[config.mk]
export PLATFORM = sky130hd
export DESIGN_NAME = cvae_io_ctrl
export DESIGN_NICKNAME = d
export VERILOG_FILES = /design/src/rtl/cvae_io_pkg.sv /design/src/rtl/cvae_io_wr_seq.sv /design/src/rtl/cvae_io_ctrl.sv
export SDC_FILE = /design/constraint.sdc
export NUM_CORES = 1
export LEC_CHECK = 0
export CAP_MARGIN = 30
export CORE_AREA = 2 2 332 334
export CTS_CLUSTER_DIAMETER = 120
export DETAILED_ROUTE_END_ITERATION = 6
export DIE_AREA = 0 0 334 336
export GPL_TIMING_DRIVEN = 0
export SLEW_MARGIN = 20
export SYNTH_ARGS = -nofsm -noshare
export SYNTH_HDL_FRONTEND = slang
export SYNTH_SLANG_ARGS = --single-unit
export TNS_END_PERCENT = 10
[constraint.sdc]
create_clock -name clk -period 3.04 [get_ports clk]
set_clock_uncertainty 0.2 [all_clocks]
set_input_delay 0.608 -clock clk [delete_from_list [all_inputs] [get_ports clk]]
set_output_delay 0.608 -clock clk [all_outputs]
set_load 0.02 [all_outputs]
[src/rtl/cvae_io_pkg.sv]
// Shared types and defaults for the CVAE host-side I/O controller.
// Optional cycle counter is enabled by defining CVAE_IO_PERF_EN.
package cvae_io_pkg;

    typedef enum logic [1:0] {
        IDLE = 2'd0,
        LOAD = 2'd1,
        RUN  = 2'd2,
        DONE = 2'd3
    } io_state_e;

    localparam int DEF_DATA_WIDTH  = 32;
    localparam int DEF_ADDR_WIDTH  = 16;
    localparam int DEF_STATE_WORDS = 13;
    localparam int DEF_GOAL_WORDS  = 6;
    localparam int DEF_Z_WORDS     = 4;
    localparam int DEF_MAX_SEQ     = 59;
    localparam int DEF_SEQ_W       = 6;

    // Number of words in the post-start initial-data burst.
    function automatic int burst_len(input int state_words, input int goal_words,
                                     input int z_words);
        return state_words + goal_words + z_words;
    endfunction

endpackage

[src/rtl/cvae_io_wr_seq.sv]
// State SRAM write sequencer: auto-incrementing write pointer, intra-vector
// word counter, seq_lens/overflow tracking and the registered SRAM port.
// Load-phase writes come in with an explicit address; run-phase writes use
// the internal pointer, which starts right after the initial state vector.
module cvae_io_wr_seq
    import cvae_io_pkg::*;
#(
    parameter int DATA_WIDTH  = DEF_DATA_WIDTH,
    parameter int ADDR_WIDTH  = DEF_ADDR_WIDTH,
    parameter int STATE_WORDS = DEF_STATE_WORDS,
    parameter int MAX_SEQ     = DEF_MAX_SEQ,
    parameter int SEQ_W       = DEF_SEQ_W
) (
    input  logic                  clk,
    input  logic                  rst_n,
    input  logic                  clr,
    input  logic                  ld_we,
    input  logic [ADDR_WIDTH-1:0] ld_addr,
    input  logic [DATA_WIDTH-1:0] ld_data,
    input  logic                  run_we,
    input  logic [DATA_WIDTH-1:0] run_data,
    output logic                  sram_wea,
    output logic [ADDR_WIDTH-1:0] sram_addr,
    output logic [DATA_WIDTH-1:0] sram_wdata,
    output logic [SEQ_W-1:0]      seq_lens,
    output logic                  overflow
);

    localparam int VC_W = $clog2(STATE_WORDS + 1);

    logic [ADDR_WIDTH-1:0] wr_ptr;
    logic [VC_W-1:0]       vec_cnt;
    logic                  full;
    logic                  run_acc;
    logic                  vec_last;

    // Capacity reached: everything past MAX_SEQ complete vectors is dropped.
    assign full     = (seq_lens == SEQ_W'(MAX_SEQ));
    assign run_acc  = run_we && !full;
    assign vec_last = (vec_cnt == VC_W'(STATE_WORDS - 1));

    // Write pointer, intra-vector counter, completed-vector count, overflow.
    always_ff @(posedge clk or negedge rst_n) begin
        if (!rst_n) begin
            wr_ptr   <= ADDR_WIDTH'(STATE_WORDS);
            vec_cnt  <= '0;
            seq_lens <= '0;
            overflow <= 1'b0;
        end else if (clr) begin
            wr_ptr   <= ADDR_WIDTH'(STATE_WORDS);
            vec_cnt  <= '0;
            seq_lens <= '0;
            overflow <= 1'b0;
        end else if (run_we) begin
            if (full) begin
                overflow <= 1'b1;
            end else begin
                wr_ptr <= wr_ptr + 1'b1;
                if (vec_last) begin
                    vec_cnt  <= '0;
                    seq_lens <= seq_lens + 1'b1;
                end else begin
                    vec_cnt <= vec_cnt + 1'b1;
                end
            end
        end
    end

    // Registered SRAM port; addr/wdata hold their last value between writes.
    always_ff @(posedge clk or negedge rst_n) begin
        if (!rst_n) begin
            sram_wea   <= 1'b0;
            sram_addr  <= '0;
            sram_wdata <= '0;
        end else begin
            sram_wea <= ld_we || run_acc;
            if (ld_we) begin
                sram_addr  <= ld_addr;
                sram_wdata <= ld_data;
            end else if (run_acc) begin
                sram_addr  <= wr_ptr;
                sram_wdata <= run_data;
            end
        end
    end

endmodule

[src/rtl/cvae_io_ctrl.sv]
// CVAE host-side I/O controller: run FSM, initial-burst capture banks
// (state/goal/latent) and the state SRAM write sequencer.
// Define CVAE_IO_PERF_EN to add the saturating cycle_count output.
module cvae_io_ctrl
    import cvae_io_pkg::*;
#(
    parameter int DATA_WIDTH  = DEF_DATA_WIDTH,
    parameter int ADDR_WIDTH  = DEF_ADDR_WIDTH,
    parameter int STATE_WORDS = DEF_STATE_WORDS,
    parameter int GOAL_WORDS  = DEF_GOAL_WORDS,
    parameter int Z_WORDS     = DEF_Z_WORDS,
    parameter int MAX_SEQ     = DEF_MAX_SEQ,
    parameter int SEQ_W       = DEF_SEQ_W
) (
    input  logic                              clk,
    input  logic                              rst_n,
    input  logic                              start,
    input  logic                              init_valid,
    input  logic [DATA_WIDTH-1:0]             init_data,
    output logic [STATE_WORDS*DATA_WIDTH-1:0] state_vec,
    output logic [GOAL_WORDS*DATA_WIDTH-1:0]  goal_vec,
    output logic [Z_WORDS*DATA_WIDTH-1:0]     z_vec,
    output logic                              load_done,
    input  logic                              st_valid,
    input  logic [DATA_WIDTH-1:0]             st_data,
    input  logic                              core_done,
    output logic                              sram_state_wea,
    output logic [ADDR_WIDTH-1:0]             sram_state_addr,
    output logic [DATA_WIDTH-1:0]             sram_state_wdata,
    output logic [SEQ_W-1:0]                  seq_lens,
    output logic                              overflow,
    output logic                              finish
`ifdef CVAE_IO_PERF_EN
    ,
    output logic [31:0]                       cycle_count
`endif
);

    localparam int BURST = burst_len(STATE_WORDS, GOAL_WORDS, Z_WORDS);
    localparam int WC_W  = $clog2(BURST + 1);

    io_state_e             state;
    logic [WC_W-1:0]       word_cnt;
    logic                  ld_acc;
    logic                  ld_we;
    logic                  run_we;
    logic                  clr;
    logic [ADDR_WIDTH-1:0] ld_addr;

    logic [DATA_WIDTH-1:0] st_q [STATE_WORDS];
    logic [DATA_WIDTH-1:0] gl_q [GOAL_WORDS];
    logic [DATA_WIDTH-1:0] z_q  [Z_WORDS];

    assign ld_acc  = (state == LOAD) && init_valid;
    assign ld_we   = ld_acc && (word_cnt < WC_W'(STATE_WORDS));
    assign run_we  = (state == RUN) && st_valid;
    assign clr     = start && ((state == IDLE) || (state == DONE));
    assign ld_addr = ADDR_WIDTH'(word_cnt);

    // Run FSM with registered load_done pulse and finish level.
    always_ff @(posedge clk or negedge rst_n) begin
        if (!rst_n) begin
            state     <= IDLE;
            word_cnt  <= '0;
            load_done <= 1'b0;
            finish    <= 1'b0;
        end else begin
            load_done <= 1'b0;
            case (state)
                IDLE, DONE: begin
                    if (start) begin
                        state    <= LOAD;
                        word_cnt <= '0;
                        finish   <= 1'b0;
                    end
                end
                LOAD: begin
                    if (init_valid) begin
                        word_cnt <= word_cnt + 1'b1;
                        if (word_cnt == WC_W'(BURST - 1)) begin
                            state     <= RUN;
                            load_done <= 1'b1;
                        end
                    end
                end
                RUN: begin
                    if (core_done) begin
                        state  <= DONE;
                        finish <= 1'b1;
                    end
                end
                default: state <= IDLE;
            endcase
        end
    end

    // Capture banks: word k of the burst lands in state, then goal, then z.
    always_ff @(posedge clk or negedge rst_n) begin
        if (!rst_n) begin
            for (int i = 0; i < STATE_WORDS; i++) st_q[i] <= '0;
            for (int i = 0; i < GOAL_WORDS; i++)  gl_q[i] <= '0;
            for (int i = 0; i < Z_WORDS; i++)     z_q[i]  <= '0;
        end else if (ld_acc) begin
            for (int i = 0; i < STATE_WORDS; i++)
                if (word_cnt == WC_W'(i)) st_q[i] <= init_data;
            for (int i = 0; i < GOAL_WORDS; i++)
                if (word_cnt == WC_W'(STATE_WORDS + i)) gl_q[i] <= init_data;
            for (int i = 0; i < Z_WORDS; i++)
                if (word_cnt == WC_W'(STATE_WORDS + GOAL_WORDS + i)) z_q[i] <= init_data;
        end
    end

    for (genvar i = 0; i < STATE_WORDS; i++) begin : g_st
        assign state_vec[i*DATA_WIDTH +: DATA_WIDTH] = st_q[i];
    end
    for (genvar i = 0; i < GOAL_WORDS; i++) begin : g_gl
        assign goal_vec[i*DATA_WIDTH +: DATA_WIDTH] = gl_q[i];
    end
    for (genvar i = 0; i < Z_WORDS; i++) begin : g_z
        assign z_vec[i*DATA_WIDTH +: DATA_WIDTH] = z_q[i];
    end

`ifdef CVAE_IO_PERF_EN
    // Run-length counter: counts LOAD and RUN cycles, saturating.
    always_ff @(posedge clk or negedge rst_n) begin
        if (!rst_n) begin
            cycle_count <= '0;
        end else if (clr) begin
            cycle_count <= '0;
        end else if (((state == LOAD) || (state == RUN)) && (cycle_count != '1)) begin
            cycle_count <= cycle_count + 1'b1;
        end
    end
`endif

    cvae_io_wr_seq #(
        .DATA_WIDTH (DATA_WIDTH),
        .ADDR_WIDTH (ADDR_WIDTH),
        .STATE_WORDS(STATE_WORDS),
        .MAX_SEQ    (MAX_SEQ),
        .SEQ_W      (SEQ_W)
    ) u_wr_seq (
        .clk       (clk),
        .rst_n     (rst_n),
        .clr       (clr),
        .ld_we     (ld_we),
        .ld_addr   (ld_addr),
        .ld_data   (init_data),
        .run_we    (run_we),
        .run_data  (st_data),
        .sram_wea  (sram_state_wea),
        .sram_addr (sram_state_addr),
        .sram_wdata(sram_state_wdata),
        .seq_lens  (seq_lens),
        .overflow  (overflow)
    );

endmodule
======== After elaboration in Yosys (flattened, before gate mapping) ========
Index checks and enable logic that the tools add are counted.
word-level totals
  flip-flop bits (word level) ............. 821
  input bits .............................. 70
  output and inout bits ................... 794
  word-level logic and storage cells ...... 149
cells by class
  reductions and logical operators ........ 46
  equal/unequal tests ..................... 32
  $lt $le $gt $ge ......................... 1
  multiplexer cells ....................... 32
  add/sub/neg operators ................... 4
operators by type and width
  cell                     count
  $mux W16                 5
  $mux W32                 2
  $reduce_and A2 Y1        25
  $eq A5 B4 Y1 const B     8
  $eq A5 B5 Y1 const B     7
  $mux W6                  4
  $eq A5 B3 Y1 const B     4
  $add A16 B1 Y16 const B  1
  $mux W4                  4
  $reduce_bool A2 Y1       6
  $eq A5 B2 Y1 const B     2
  $mux W5                  2
  $pmux W5 S2              1
  $reduce_and A3 Y1        3
  $mux W1                  8
  $mux W2                  4
  $ne A2 B2 Y1 const B     4
  $add A6 B1 Y6 const B    1
  $eq A6 B6 Y1 const B     1
  $pmux W2 S3              1
  $add A5 B1 Y5 const B    1
  $eq A5 B1 Y1 const B     1
  $logic_and A1 B1 Y1      5
  $logic_not A5 Y1         1
  12 further kinds         14

======== Longest topological paths before layout ========
  depth in word-level cells ............... 5
  mapped depth ............................ 9
  mapped depth without buffers ............ 6

======== Hierarchy ========
A second synthesis with hierarchy kept.
second synthesis, totals
  cells, all modules ...................... 2127
  area, all modules ....................... 31958.2 um^2
modules (own cells, without submodules)
  module          instances  area an instance (um^2)  cells an instance  seq. area each (um^2)
  cvae_io_ctrl    1          28169.5                  1713               18642.9
  cvae_io_wr_seq  1          3788.6                   414                1905.6

======== Worst setup path before layout ========
Ideal clock, no wire load.
  path kind ............................... register -> register
  start point ............................. register word_cnt[0]
  end point ............................... register st_q (netlist bit state_vec[64])
  buffers on the path ..................... 3
  data required time ...................... 2.715 ns
  data arrival time ....................... 1.844 ns
  slack ................................... 0.871 ns
  library setup time ...................... 0.125 ns
  period minus slack after synthesis ...... 2.169 ns
  stages on the path, launching flop included .. 9
  cells stage by stage .................... dfrtp_1 clkbuf_1 inv_1 ha_1 nand4_2 nand2b_1 clkbuf_1 buf_2 mux2_2
between the ends
  cells in the longest elaborated chain, start to end .. 2
RTL lines
  what                                line                 RTL
  start, declared                     cvae_io_ctrl.sv:43   logic [WC_W-1:0] word_cnt;
  start signal, assigned              cvae_io_ctrl.sv:79   word_cnt <= word_cnt + 1'b1;
  $eq A5 B2 Y1                        cvae_io_ctrl.sv:105  if (word_cnt == WC_W'(i)) st_q[i] <= init_data;
  $reduce_and A2 Y1 (no source line)  -
  end signal, assigned by index       cvae_io_ctrl.sv:105
  end, declared                       cvae_io_ctrl.sv:50   logic [DATA_WIDTH-1:0] st_q [STATE_WORDS];
No other way between the ends.
A chain may end at the register's enable or synchronous reset.

======== Final worst setup path ========
  start point ............................. register word_cnt[0]
  end point ............................... register st_q (netlist bit state_vec[93])
Same word-level chain as after synthesis.

==> run metrics <==
outcome=complete, but fails checks; failing checks=hold timing; I/O pins=864; HPWL Detailed=86.1 mm; Layout area overhead=42.4%; placed cell area=0.0427 mm^2; fin crit share=96.8%; first-pass GRT wire length=165 mm; Worst R2R Path Depth=8; number of global-route vias before repair=around 22000; worst r2r dst=state_vec[93]; type of origin of the critical path=register; Reg2Reg Setup Slack=0.1 ns; fin. max-slew vios=0; crit end category=register; fin crit period=2.94 ns; Worst slew margin=37.9%; synthesized cell area=roughly 0.032 mm^2; Peak VDD IR=between 0.0003 and 0.0004 V; CP max FO=10; DRT iter0 DRCs=between 900 and 1000; Initial Utilization=29.6%; achievable frequency=340 MHz; Die Width=334 um; largest net degree at the start of global routing=139; worst hold slack=-0.327 ns; Die Ht=336 um; Worst setup endpoint=state_vec[93]; Net Sw Frac=30.3%; Nets=approximately 3100; Row Count=121; #FFs+latches synth=821; Pleak=0.0212 uW; DRT Pass-1 Iters=4; Fill cells=about 10000; Die ar.=0.112 mm^2; RSZ-0062 raised after global routing=yes; CTS H-tree lvls=3; CTS tree=built; vias per inst=4.70; Gate power share=24.7%; total wire length=approximately 120 mm; clock transition at the registers of the reported paths=0.06 ns; worst skew pair latency=0.66 ns; pwr/cell area=roughly 700 mW/mm^2; post-synth cell types=54; Remaining DRCs=0; Setup violations, final=0; Reg power frac=40.8%; CP arrival=3.28 ns; Final Hold Viols=101; grt total ovfl=0; Worst Max-Slew Pin Slew=0.931 ns; Num CTS Buffers=92; Util after Layout=~42%; crit path from=word_cnt[0]; wire per inst=approximately 26 um; initial antenna violation count=13; Total Routing Usage GR=between 20% and 30%; Hold Crit Class=primary input to asynchronous set/reset pin; core area=0.108 mm^2; worst setup path category=register to register; fin area=0.0456 mm^2; Clk pwr share=34.5%; Net Sw Power=between 9000 and 10000 uW; clock sink count=821; Mapped Avg Cell Area=15.3 um^2; top_reg_cell synth=dfrtp_1; WP data required=3.38 ns; Longest Clk Path Bufs=3; Post-Syn Instances=~2100; root buffer cell=clkbuf_16; remaining antenna violation count after routing=0; Synth warnings=0; worst r2r src=word_cnt[0]; sequential element share of the synthesized area=about 64%; number of synthesized flops with an enable pin=0; Post-synth ARST share=100%; Synth Net Count=between 2000 and 2500; max_cap viols=0; detailed-route via count=between 20000 and 25000; layout cell share with drive strength beyond 1=31.2%; final RePlAce weighted congestion=0.818; P_int=22300 uW; PortBufs=863; setup bufs post-CTS=0
-- critical path, stage by stage (launching register included) --
cell and delay [ns]:
dfrtp_1 0.38, clkbuf_1 0.30, inv_1 0.13, ha_1 0.26
nand4_2 0.18, nand2b_1 0.14, clkbuf_1 0.42, clkbuf_4 0.42
mux2_2 0.37
-- synth_stat cells (5+ instances only) --
master,count,share of area [%]
mux2_1,28,0.98
nor2_1,20,0.23
ha_1,12,0.47
nand3_1,15,0.23
buf_6,17,0.60
dfrtp_1,818,64
inv_1,12,0.14
o211ai_1,5,0.12
clkbuf_1,81,0.95
nand2b_1,5,0.098
and2_1,6,0.12
mux2i_1,39,1.2
nor2_4,9,0.32
nand4_1,5,0.098
and3_1,7,0.14
or4_1,5,0.12
buf_2,38,0.59
a21oi_1,32,0.50
o21ai_0,48,0.75
buf_4,34,0.80
nand2_1,84,0.98
mux2_2,708,25
xor2_1,5,0.14
nor3_1,11,0.17
-- worst min path at each step --
stage,start,end,slack [ns]
floorplan,rst_n,finish,0.11
global placement,goal_vec[97],goal_vec[97],0.27
detailed placement,state_vec[180],state_vec[180],0.28
CTS,rst_n,goal_vec[169],-0.36
global route,rst_n,goal_vec[169],-0.32
finish,rst_n,goal_vec[169],-0.33
-- layout make-up --
class / count / area [um^2] / area share [%]
Sequential cell: 821 / 20500 / 45.0
Clock inverter: 26 / 308 / 0.675
Buffer: 169 / 947 / 2.08
Antenna cell: 3 / 7.51 / 0.0165
Tap cell: 1414 / 1770 / 3.88
Timing Repair Buffer: 872 / 8850 / 19.4
Multi-Input combinational cell: 1092 / 10500 / 23.0
Inverter: 12 / 45.0 / 0.0987
Clock buffer: 131 / 2630 / 5.77
-- cell families after synthesis --
kind of cell             Yosys count  share of synthesized area, %
flip-flops                       821                          64.1
multiplexers                     775                          27.1
AND/OR/NAND/NOR                  192                          3.14
XOR/XNOR                           9                         0.246
buffers and inverters            183                          3.09
adder cells (fa/ha/maj)           12                         0.469
AO/OA/AOI/OAI                    104                          1.84
-- power by group through the flow --
stage	logic [uW]	registers, uW	clock network (uW)
CTS	8010	13000	11300
detailed placement	7990	13200	0
finish	7900	13000	11000
floorplan	2110	14700	0
global route	8350	13200	11800
global placement	7870	13300	0
-- per-stage QoR --
stage | setup TNS [ns] | hold slack [ns] | setup slack [ns] | std cells | power (uW)
after floorplan | 0 | 0.112 | 0.871 | 2096 | 16900
after global placement | - | 0.267 | -38.00 | 4373 | 21100
after detailed placement | -104.73 | 0.277 | -0.460 | 4382 | 21200
after CTS | 0 | -0.361 | 0.00952 | 4539 | 32400
after global routing | -1.80 | -0.320 | -0.104 | 4538 | 33300
final | 0 | -0.327 | 0.0973 | 4540 | 32000
-- state kept, by name, indices dropped and copies added (netlist names), 2 cells and up --
register,cells
u_wr_seq.vec_cnt,4
u_wr_seq.sram_addr,16
u_wr_seq.sram_wdata,32
z_vec,128
word_cnt,5
u_wr_seq.seq_lens,6
state_vec,416
state,2
goal_vec,192
u_wr_seq.wr_ptr,16
-- metal layers --
layer | global-route usage, % | share of wire (%) | routed length [um] | up-vias
met3 | 5.97 | 7.1 | 8330 | 193
met4 | 7.99 | 3.7 | 4370 | 2
li1 | - | - | - | 9268
met5 | 0 | 0.0060 | 7 | -
met2 | 33.7 | 48 | 56400 | 728
met1 | 25.2 | 41 | 47700 | 11100
-- cell usage in the layout (no fill, tap or decap), types with 14 or more instances in the layout --
master,instances
dfrtp_1,818
buf_6,18
clkbuf_1,96
mux2_1,28
clkbuf_8,14
nand2_1,84
mux2_2,708
nor2_1,19
o21ai_0,48
buf_4,35
clkbuf_16,94
clkdlybuf4s50_1,862
a21oi_1,32
nand3_1,15
buf_2,37
mux2i_1,39
-- what timing repair did --
item                                    in CTS  in global routing
resized for setup                            1                  4
endpoints found under the setup margin       1                108
endpoints found under the hold margin      101                101
Note: power is estimated with default switching activity, not from simulation.
